## src/rtl/bytecode_pkg.sv

```systemverilog
// Shared opcode values, instruction class codes and decoder FSM state encoding
// for the bytecode decoder and its opcode lookup table.
package bytecode_pkg;

    localparam logic [7:0] OP_NOP       = 8'h00;
    localparam logic [7:0] OP_ICONST_M1 = 8'h02;
    localparam logic [7:0] OP_ICONST_0  = 8'h03;
    localparam logic [7:0] OP_ICONST_1  = 8'h04;
    localparam logic [7:0] OP_ICONST_2  = 8'h05;
    localparam logic [7:0] OP_ICONST_3  = 8'h06;
    localparam logic [7:0] OP_ICONST_4  = 8'h07;
    localparam logic [7:0] OP_ICONST_5  = 8'h08;
    localparam logic [7:0] OP_BIPUSH    = 8'h10;
    localparam logic [7:0] OP_SIPUSH    = 8'h11;
    localparam logic [7:0] OP_IADD      = 8'h60;
    localparam logic [7:0] OP_ISUB      = 8'h64;
    localparam logic [7:0] OP_IMUL      = 8'h68;
    localparam logic [7:0] OP_IDIV      = 8'h6C;
    localparam logic [7:0] OP_DDIV      = 8'h6F;
    localparam logic [7:0] OP_I2B       = 8'h91;
    localparam logic [7:0] OP_IASTORE   = 8'h4F;
    localparam logic [7:0] OP_LASTORE   = 8'h50;

    localparam logic [2:0] CLS_NOP     = 3'd0;
    localparam logic [2:0] CLS_CONST   = 3'd1;
    localparam logic [2:0] CLS_ARITH   = 3'd2;
    localparam logic [2:0] CLS_CONV    = 3'd3;
    localparam logic [2:0] CLS_STORE   = 3'd4;
    localparam logic [2:0] CLS_ILLEGAL = 3'd7;

    typedef enum logic [1:0] {
        ST_IDLE  = 2'd0,
        ST_OP1   = 2'd1,
        ST_OP2   = 2'd2,
        ST_ISSUE = 2'd3
    } state_t;

endpackage

```

## src/rtl/bytecode_lut.sv

```systemverilog
// Combinational opcode classifier: operand byte count, class, signed
// operand-stack delta and illegal flag for one opcode byte.
module bytecode_lut
    import bytecode_pkg::*;
#(
    parameter int BYTE    = 8,
    parameter int DELTA_W = 4
) (
    input  logic [BYTE-1:0]    i_opcode,
    output logic [1:0]         o_len,
    output logic [2:0]         o_class,
    output logic [DELTA_W-1:0] o_delta,
    output logic               o_illegal
);

    always_comb begin
        // NOTE: every output gets a default first so no path through the case infers a latch.
        o_len     = 2'd0;
        o_class   = CLS_ILLEGAL;
        o_delta   = '0;
        o_illegal = 1'b1;
        case (i_opcode)
            OP_NOP: begin
                o_class   = CLS_NOP;
                o_illegal = 1'b0;
            end
            OP_ICONST_M1, OP_ICONST_0, OP_ICONST_1, OP_ICONST_2,
            OP_ICONST_3, OP_ICONST_4, OP_ICONST_5: begin
                o_class   = CLS_CONST;
                o_delta   = DELTA_W'(1);
                o_illegal = 1'b0;
            end
            OP_BIPUSH, OP_SIPUSH: begin
                o_len     = (i_opcode == OP_BIPUSH) ? 2'd1 : 2'd2;
                o_class   = CLS_CONST;
                o_delta   = DELTA_W'(1);
                o_illegal = 1'b0;
            end
            OP_IADD, OP_ISUB, OP_IMUL, OP_IDIV: begin
                o_class   = CLS_ARITH;
                o_delta   = DELTA_W'(-1);
                o_illegal = 1'b0;
            end
            OP_DDIV: begin
                // Double operands occupy two stack slots each.
                o_class   = CLS_ARITH;
                o_delta   = DELTA_W'(-2);
                o_illegal = 1'b0;
            end
            OP_I2B: begin
                o_class   = CLS_CONV;
                o_illegal = 1'b0;
            end
            OP_IASTORE, OP_LASTORE: begin
                o_class   = CLS_STORE;
                o_delta   = (i_opcode == OP_IASTORE) ? DELTA_W'(-3) : DELTA_W'(-4);
                o_illegal = 1'b0;
            end
            default: ;
        endcase
    end

endmodule

```

## src/rtl/bytecode_decoder.sv

```systemverilog
// Bytecode decoder: accepts opcode plus 0-2 immediate bytes, issues one decoded
// instruction over valid/ready. Define DECODER_STATS_EN for issue/illegal counters.
module bytecode_decoder
    import bytecode_pkg::*;
#(
    parameter int BYTE      = 8,
    parameter int OPERAND_W = 16,
    parameter int DELTA_W   = 4
) (
    input  logic                 clk,
    input  logic                 reset,
    input  logic                 start_for_decoder,
    input  logic [BYTE-1:0]      data_for_decoder,
    output logic                 ready_from_decoder,
    output logic                 instr_valid,
    input  logic                 exec_ready,
    output logic [BYTE-1:0]      instr_opcode,
    output logic [OPERAND_W-1:0] instr_operand,
    output logic [2:0]           instr_class,
    output logic [DELTA_W-1:0]   instr_delta,
    output logic                 instr_illegal
`ifdef DECODER_STATS_EN
    ,
    output logic [15:0]          instr_count,
    output logic [7:0]           illegal_count
`endif
);

    logic [1:0]           w_len;
    logic [2:0]           w_class;
    logic [DELTA_W-1:0]   w_delta;
    logic                 w_illegal;
    logic [BYTE-1:0]      w_iconst_k;
    logic [OPERAND_W-1:0] w_byte_sext;

    state_t               r_state;
    logic                 r_ready;
    logic                 r_valid;
    logic [1:0]           r_len;
    logic [BYTE-1:0]      r_opcode;
    logic [OPERAND_W-1:0] r_operand;
    logic [2:0]           r_class;
    logic [DELTA_W-1:0]   r_delta;
    logic                 r_illegal;

    bytecode_lut #(
        .BYTE    (BYTE),
        .DELTA_W (DELTA_W)
    ) u_lut (
        .i_opcode  (data_for_decoder),
        .o_len     (w_len),
        .o_class   (w_class),
        .o_delta   (w_delta),
        .o_illegal (w_illegal)
    );

    // iconst_m1..iconst_5 encode their value as opcode - 3.
    assign w_iconst_k  = data_for_decoder - BYTE'(3);
    assign w_byte_sext = {{(OPERAND_W-BYTE){data_for_decoder[BYTE-1]}}, data_for_decoder};

    always_ff @(posedge clk or negedge reset) begin
        if (!reset) begin
            r_state   <= ST_IDLE;
            r_ready   <= 1'b1;
            r_valid   <= 1'b0;
            r_len     <= 2'd0;
            r_opcode  <= '0;
            r_operand <= '0;
            r_class   <= '0;
            r_delta   <= '0;
            r_illegal <= 1'b0;
        end else begin
            // NOTE: state registers use non-blocking assignments so every flop samples pre-edge values.
            case (r_state)
                ST_IDLE: if (start_for_decoder) begin
                    r_opcode  <= data_for_decoder;
                    r_len     <= w_len;
                    r_class   <= w_class;
                    r_delta   <= w_delta;
                    r_illegal <= w_illegal;
                    if (w_class == CLS_CONST && w_len == 2'd0)
                        r_operand <= {{(OPERAND_W-BYTE){w_iconst_k[BYTE-1]}}, w_iconst_k};
                    else
                        r_operand <= '0;
                    if (w_len == 2'd0) begin
                        r_state <= ST_ISSUE;
                        r_ready <= 1'b0;
                        r_valid <= 1'b1;
                    end else begin
                        r_state <= ST_OP1;
                    end
                end
                ST_OP1: if (start_for_decoder) begin
                    // For sipush this sign-extended high byte is shifted up in OP2.
                    r_operand <= w_byte_sext;
                    if (r_len == 2'd1) begin
                        r_state <= ST_ISSUE;
                        r_ready <= 1'b0;
                        r_valid <= 1'b1;
                    end else begin
                        r_state <= ST_OP2;
                    end
                end
                ST_OP2: if (start_for_decoder) begin
                    r_operand <= {r_operand[OPERAND_W-BYTE-1:0], data_for_decoder};
                    r_state   <= ST_ISSUE;
                    r_ready   <= 1'b0;
                    r_valid   <= 1'b1;
                end
                ST_ISSUE: if (exec_ready) begin
                    r_state <= ST_IDLE;
                    r_ready <= 1'b1;
                    r_valid <= 1'b0;
                end
                default: begin
                    r_state <= ST_IDLE;
                    r_ready <= 1'b1;
                    r_valid <= 1'b0;
                end
            endcase
        end
    end

    assign ready_from_decoder = r_ready;
    assign instr_valid        = r_valid;
    assign instr_opcode       = r_opcode;
    assign instr_operand      = r_operand;
    assign instr_class        = r_class;
    assign instr_delta        = r_delta;
    assign instr_illegal      = r_illegal;

`ifdef DECODER_STATS_EN
    logic [15:0] r_instr_count;
    logic [7:0]  r_illegal_count;

    always_ff @(posedge clk or negedge reset) begin
        if (!reset) begin
            r_instr_count   <= '0;
            r_illegal_count <= '0;
        end else if (r_valid && exec_ready) begin
            r_instr_count <= r_instr_count + 16'd1;
            if (r_illegal)
                r_illegal_count <= r_illegal_count + 8'd1;
        end
    end

    assign instr_count   = r_instr_count;
    assign illegal_count = r_illegal_count;
`endif

endmodule

```

## config.mk

```make
export PLATFORM = sky130hd
export DESIGN_NAME = bytecode_decoder
export DESIGN_NICKNAME = d
export VERILOG_FILES = /design/src/rtl/bytecode_pkg.sv /design/src/rtl/bytecode_lut.sv /design/src/rtl/bytecode_decoder.sv
export SDC_FILE = /design/constraint.sdc
export NUM_CORES = 1
export LEC_CHECK = 0
export BUFFER_PORTS_ARGS = -buffer_cell sky130_fd_sc_hd__buf_4
export CAP_MARGIN = 20
export CORE_MARGIN = 1
export CORE_UTILIZATION = 50
export DETAILED_ROUTE_END_ITERATION = 16
export GPL_ROUTABILITY_DRIVEN = 0
export GPL_TIMING_DRIVEN = 1
export PLACE_DENSITY = 0.84
export SLEW_MARGIN = 0
export SYNTH_ARGS = -nofsm -noshare
export SYNTH_HDL_FRONTEND = slang
export SYNTH_SLANG_ARGS = --single-unit
```

## constraint.sdc

```tcl
create_clock -name clk -period 5.1 [get_ports clk]
set_clock_uncertainty 0.05 [all_clocks]
set_input_delay 0.765 -clock clk [delete_from_list [all_inputs] [get_ports clk]]
set_output_delay 0.765 -clock clk [all_outputs]
set_load 0.01 [all_outputs]
```

==> impl_metrics.toml <==
[placed_design]
dpl.cell_count = 317
numPortBuffers = 45
dp_hpwl_um = 3280

[sta]
fin_tns_setup_ns = 0
final_max_slew_viol_count = 0
min_period_over_period = 0.500
fmax_mhz = 392
setup_viol = 0
hold_slack_ns = 0.374
hold_violations = 0
maxSlewHeadroom = 0.634
worst_pin_slew_ns = 0.549
grt_setup_unrepaired = "no"
fin_crit_ns = 2.55

[pwr]
total_leakage_power_uw = 0.00119
p_per_area_nw_per_um2 = 599
vdd_drop_max_mv = 0.341

[outcome]
status = "finished clean"

[grt]
antenna_found_initial = 0
gr-total-overflow = 0
grt_max_degree = 38
grt_usage = 0.237
grt_pass1_vias = 1610
grt_first_pass_wirelength_um = 7620

[final_layout]
area_delta_synth_final_pct = 22.5
drive_above_1_share = 0.212
instances_no_fill = 326
fillerInstances = 345
final_util = 0.654
fin_nets = 297
num_antenna_cells = 0

[worst_setup_path]
crit_end = "instr_operand[13]"
worstReg2RegEnd = "instr_operand[13]"
cp.required_ns = 5.27
r2r-start = "r_state[0]"
crit_chain = "inv_1 -> ha_1 -> or4_1 -> a21o_1 -> a211oi_4 -> a21oi_1 -> o21ai_1"
crit_type = "flop to flop"
setup.worst_path.start = "r_state[0]"
cp_slowest_cell = "or4_1"
reg2reg_depth = 7
cp.arrival_ns = 2.72
start_kind = "flop"
worstPathMaxFanout = 12
r2r_setup_slack_ns = 2.55
critPathMaxStageDelay_ns = 0.57
end_kind = "flop"

[synthesis]
syn_inst = 240
ys_ff_latch = 37
synthMuxAreaShare = 0
synthAdderAreaFrac = 0.0500
syn_area_um2 = 2000
synthFlopType = "dfrtp_1"
ys_seq_area_frac = 0.463
synth_xor_area_frac = 0
synth_top_family_by_area = "simple AND/OR/NAND/NOR gates"
syn-num-nets = 260
synth_compound_area_frac = 0.211
synth_cell_type_count = 41
ys_warn_count = 0
synth_area_per_cell_um2 = 8.34
synthSimpleGateAreaFrac = 0.227
async_reset_ff_frac = 1.00
synth-edff-count = 0

[detailed_routing]
avgViaCountPerCell = 5.56
ant_nets = 0
drt_iter0_drc = 130
drc_errors = 0
dr.pass1.iters = 4
dr_total_vias = 1811
wl_um = 4540
wl_per_cell_um = 13.9

[floorplan]
start_util = 0.534
die_y_um = 65.3
core-area_um2 = 3740
rows = 22
die_x_um = 65.3
die-area_um2 = 4260
io_pins = 46

[clock_network]
cts_resized = 0
clockRootBuffer = "clkbuf_8"
clk_pin_slew_ns = 0.07
cts.htree.levels = 2
clkLatencyLatePin_ns = 0.29
postCtsSetupRepairBufs = 0
cts_hold_buf = 0
clk_path_buf_depth = 2
cts_tree = "yes"
clock-sinks = 37
cts_buffers = 5

[min_path]
hp-class = "input port to async pin"

[job]
max-cap-violations = 0
routing by layer:
metal	GRT usage	part of all wire
met5	0	0
met4	0.0870	0.016
met3	0.0608	0.053
met2	0.369	0.48
met1	0.317	0.45
cell type report:
class / count / area, um2 / area share
Sequential cell: 37 / 927 / 0.378
Inverter: 7 / 26.3 / 0.0107
Timing Repair Buffer: 46 / 353 / 0.144
Multi-Input combinational cell: 180 / 982 / 0.401
Clock buffer: 7 / 96.3 / 0.0393
Clock inverter: 1 / 5.00 / 0.00204
Tap cell: 48 / 60.1 / 0.0245
Yosys cell counts, types with 3 or more instances:
cell,n,share of area
inv_1,7,0.013
o21ai_0,14,0.035
dfrtp_1,36,0.45
a21oi_1,18,0.045
nand2b_1,3,0.0094
clkbuf_1,13,0.024
nor2_1,18,0.034
nor3_1,6,0.015
o31ai_1,3,0.011
o21ai_1,10,0.025
nand3_1,5,0.013
nand2_1,63,0.12
a211oi_1,3,0.011
o22ai_1,3,0.0094
ha_1,8,0.050
a21o_1,3,0.011
critical path, delay by kind of cell, from the launching register on:
kind                     cells  cell delay [ns]
AO/OA/AOI/OAI                4             0.85
adder cells (fa/ha/maj)      1             0.48
buffers and inverters        1             0.10
flip-flops                   1             0.43
AND/OR/NAND/NOR              1             0.57
cells in the final DEF (no fill, tap or decap), types with 7 or more instances in the layout:
cell	synthesis	layout
a21oi_1	18	18
buf_4	1	45
clkbuf_8	0	7
dfrtp_1	36	36
ha_1	8	8
inv_1	7	7
nand2_1	63	63
nor2_1	18	18
o21ai_0	14	14
o21ai_1	10	10
state kept, by name, summed over array words and instances (netlist names):
name,cells
instr_operand,16
instr_opcode,8
instr_class,3
instr_delta,3
r_len,2
r_state,2
instr_illegal,1
instr_valid,1
ready_from_decoder,1
power breakdown:
part | internal (uW) | total [uW] | switching [uW]
registers | 412 | 493 | 80.4
clock network | 122 | 222 | 100
logic | 320 | 754 | 434
total | 854 | 1470 | 614
metrics by stage:
stage | instance area [um2] | total power (uW) | setup slack (ns)
after floorplan | 2000 | 949 | 2.82
after global placement | 2330 | 1200 | 2.62
after detailed placement | 2330 | 1220 | 2.55
after CTS | 2430 | 1450 | 2.54
after global routing | 2450 | 1590 | 2.37
final | 2450 | 1470 | 2.55
worst min path at each step:
stage / end / from / cells after the start
detailed placement: instr_opcode[4] / instr_opcode[4] / 2
CTS: instr_valid / reset / 1
global placement: r_len[1] / r_len[1] / 2
floorplan: r_len[1] / r_len[1] / 2
global route: instr_delta[0] / reset / 1
finish: instr_delta[2] / reset / 1
logic make-up (layout without fill, tap and decap cells):
kind of cell             count (synthesis)  count (layout)
flip-flops                              37              37
AO/OA/AOI/OAI                           67              67
buffers and inverters                   23              61
AND/OR/NAND/NOR                        105             105
adder cells (fa/ha/maj)                  8               8
Power figures use the tool's default switching activity.
